[src/rtl/ls194_universal_shift_register.sv]
// 74LS194-style universal shift register: hold, shift toward Q[WIDTH-1] (SR in),
// shift toward Q[0] (SL in), and parallel load. Async active-low clear.
module ls194_universal_shift_register #(
  parameter int WIDTH = 6
) (
  input  logic             CLK,
  input  logic             CLR_n,
  input  logic [1:0]       S,
  input  logic             SR,
  input  logic             SL,
  input  logic [WIDTH-1:0] D,
  output logic [WIDTH-1:0] Q,
  output logic             QA_OUT,
  output logic             QH_OUT
);

  logic [WIDTH-1:0] q_q;
  logic [WIDTH-1:0] q_d;

  always_comb begin
    q_d = q_q;
    case (S)
      2'b00:   q_d = q_q;
      2'b01:   q_d = {q_q[WIDTH-2:0], SR};
      2'b10:   q_d = {SL, q_q[WIDTH-1:1]};
      2'b11:   q_d = D;
      // Unknown mode select must not fabricate a plausible state.
      default: q_d = 'x;
    endcase
  end

  always_ff @(posedge CLK or negedge CLR_n) begin
    if (!CLR_n) q_q <= '0;
    else        q_q <= q_d;
  end

  assign Q      = q_q;
  assign QA_OUT = q_q[0];
  assign QH_OUT = q_q[WIDTH-1];

endmodule
[config.mk]
export PLATFORM = sky130hd
export DESIGN_NAME = ls194_universal_shift_register
export DESIGN_NICKNAME = d
export VERILOG_FILES = /design/src/rtl/ls194_universal_shift_register.sv
export SDC_FILE = /design/constraint.sdc
export NUM_CORES = 1
export LEC_CHECK = 0
export CAP_MARGIN = 20
export CORE_AREA = 2 2 39 41
export CTS_BUF_LIST = sky130_fd_sc_hd__clkbuf_2 sky130_fd_sc_hd__clkbuf_4 sky130_fd_sc_hd__clkbuf_8
export DETAILED_ROUTE_END_ITERATION = 16
export DIE_AREA = 0 0 41 43
export GPL_ROUTABILITY_DRIVEN = 0
export PLACE_DENSITY = 0.67
export SYNTH_ARGS = -nofsm -noshare
export SYNTH_HDL_FRONTEND = slang
export SYNTH_SLANG_ARGS = --single-unit
[constraint.sdc]
create_clock -name CLK -period 0.9 [get_ports CLK]
set_input_delay 0.09 -clock CLK [delete_from_list [all_inputs] [get_ports CLK]]
set_output_delay 0.09 -clock CLK [all_outputs]
set_load 0.03 [all_outputs]
==> results by group <==
Run status
  – Status: finished, violations left
  – Violated checks: setup timing

STA
  – Fin Clk Skew: 0.001952 ns
  – Fmax: 976.9 MHz
  – Final Max Slew Viols: 0
  – Slew headroom: 0.8055
  – Period utilization: 1.137
  – Final hold violation count: 0
  – Minimum clock period: 1.024 ns
  – Final setup margin: -0.1237 ns
  – Least-Margin Pin Slew: 0.2918 ns
  – # setup viols final: 13
  – RSZ-0062 raised after global routing: yes

Worst setup path
  – Critical path, cell by cell: mux4_2
  – Crit path buf inv count: 0
  – CP arrival: 1.13 ns
  – Critical path class: reg -> reg
  – Critical path peak fanout: 4
  – Slowest CP cell: mux4_2
  – Worst stage delay on the critical path: 0.47 ns
  – CP endpoint kind: flop
  – Worst path top cell family by delay: multiplexers
  – Critical path launch point type: flop
  – Critical Path RT: 1.00 ns

Clock network
  – Clk Latency, worst-skew pair: 0.24 ns
  – TritonCTS buffer count: 3
  – CTS Buffer Depth: 2
  – Root Buffer: clkbuf_4
  – CTS HTree Levels: 1
  – CTS tree: yes
  – Num Clock Sinks: 6
  – CTS clk-pin slew, worst paths: 0.04 ns
  – Cts hold-fix bufs: 0

Routing
  – Detail Route Antenna Nets: 0
  – DRC Markers: 0
  – Via density: 4.649
  – Post-Route WL: 874 um
  – WL/cell: 15.33 um
  – Via count: 265
  – Starting DRT DRC Count: 7
  – Drt first pass iters: 4

Floorplan
  – Die Ht: 43 um
  – Core area: 0.001384 mm^2
  – Die width: 41 um
  – Starting Density: 0.2333
  – IO Count: 20
  – Row count: 14
  – DIE AREA: 0.001763 mm^2

Synthesis
  – Post-synth cell types: 4
  – Seq cells post-synth: 6
  – Sequential share of the synthesized area: 0.4651
  – Largest family of logic cells by synthesized area: multiplexers
  – Yosys warns: 0
  – Mapped cell area: 322.8 um^2
  – Post-Synth Simple-Gate Area: 0
  – Proportion of synthesized area in mux cells: 0.4186
  – Mapped Cells: 16
  – Adder-cell share of the synthesized area: 0
  – Xor/xnor share of the synthesized area: 0
  – Synth Area in Compound Gates: 0
  – Post-synthesis net count: 28
  – Avg Cell Area, Syn: 20.18 um^2

Power
  – PwrDens: 1993 mW/mm^2
  – Leakage: 0.2465 nW
  – Total power draw: 1.182 mW
  – Peak VDD IR: 0.0008548 V

GRT
  – Total global-route track usage: 0.1363
  – Pin count of the biggest net entering global routing: 7
  – GRT overflow: 0
  – Vias in the first global route: 326
  – Initial antenna violation count: 0
  – Global-route wire length before repair: 1469 um

Placement
  – Port Buffers: 19
  – Dpl ws: -0.5393 ns
  – Cells after DPL: 52

Final layout
  – Synth-to-layout area growth: 83.72%
  – Fin cells: 57
  – Fin nets: 55
  – Max reg flops: 6
  – Most frequent cells in the layout: 10 x buf_6, 9 x clkdlybuf4s50_1, 6 x dfrtp_2, 6 x mux4_2, 5 x buf_4
  – Fraction of layout cells with a size suffix above 1: 0.7317
  – N_diodes: 0
  – Commonest non-fill, non-tap cell in the layout: buf_6

Run
  – Max-cap violation count: 0

Min path
  – Hold Crit Class: in -> async
==> final timing paths <==
kind | start | endpoint | cells after the start | slack [ns]
worst min-delay path | CLR_n | Q[4]$_DFFE_PN0P_ | 1 | 0.09
worst min register to register | Q[0]$_DFFE_PN0P_ | Q[0]$_DFFE_PN0P_ | 1 | 0.64
max in group asynchronous | CLR_n | Q[2]$_DFFE_PN0P_ | 1 | 0.58
worst max-delay path | Q[2]$_DFFE_PN0P_ | Q[1]$_DFFE_PN0P_ | 1 | -0.12
min in group CLK | S[0] | Q[3]$_DFFE_PN0P_ | 3 | 0.39
worst max register to register | Q[2]$_DFFE_PN0P_ | Q[1]$_DFFE_PN0P_ | 1 | -0.12
==> kinds of logic (layout without fill, tap and decap cells) <==
kind of cell	count (synthesis)	in the layout
DFF	6	6
muxes	6	6
buffers and inverters	4	29
==> stage by stage <==
stage	TNS (ns)	hold slack (ns)	cell area, um^2	utilization
floorplan	-0.9605	-0.2056	330.3	-
CTS	-1.352	0.08612	589.3	0.4259
global route	-1.651	0.09474	593.1	0.4286
detailed placement	-2.936	0.3480	520.5	0.3761
global placement	-2.688	0.3459	520.5	0.3761
finish	-1.202	0.08913	593.1	0.4286
==> repair_timing <==
| action | 4_1_cts | 5_1_grt |
|---|---|---|
| endpoints found under the hold margin | 0 | 0 |
| buffers inserted | 2 | 0 |
| setup endpoints to repair | 14 | 14 |
| pin swaps | 0 | 0 |
| resized for setup | 11 | 1 |
==> cell type report <==
| class | instances | area (um^2) |
|---|---|---|
| Multi-Input combinational cell | 6 | 135.1 |
| Fill cell | 143 | 790.8 |
| Tap cell | 16 | 20.02 |
| Clock buffer | 3 | 22.52 |
| Timing Repair Buffer | 26 | 257.7 |
| Sequential cell | 6 | 157.7 |
==> power breakdown <==
part | internal [mW] | leakage (nW) | total [mW] | switching (mW)
clock network | 0.150 | 0.0138 | 0.241 | 0.0909
registers | 0.338 | 0.0642 | 0.403 | 0.0647
logic | 0.304 | 0.169 | 0.538 | 0.234
==> Yosys cell counts <==
master,count,area (um^2)
buf_4,2,15.01
buf_6,2,22.52
dfrtp_1,6,150.1
mux4_2,6,135.1
==> layer usage <==
layer / up-vias / track usage / wire length [um]
li1: 112 / - / -
met1: 129 / 0.1615 / 307
met2: 24 / 0.1781 / 433
met3: 0 / 0.07330 / 134
met4: 0 / 0.1000 / 0
met5: - / 0 / 0
Power figures use the tool's default switching activity.
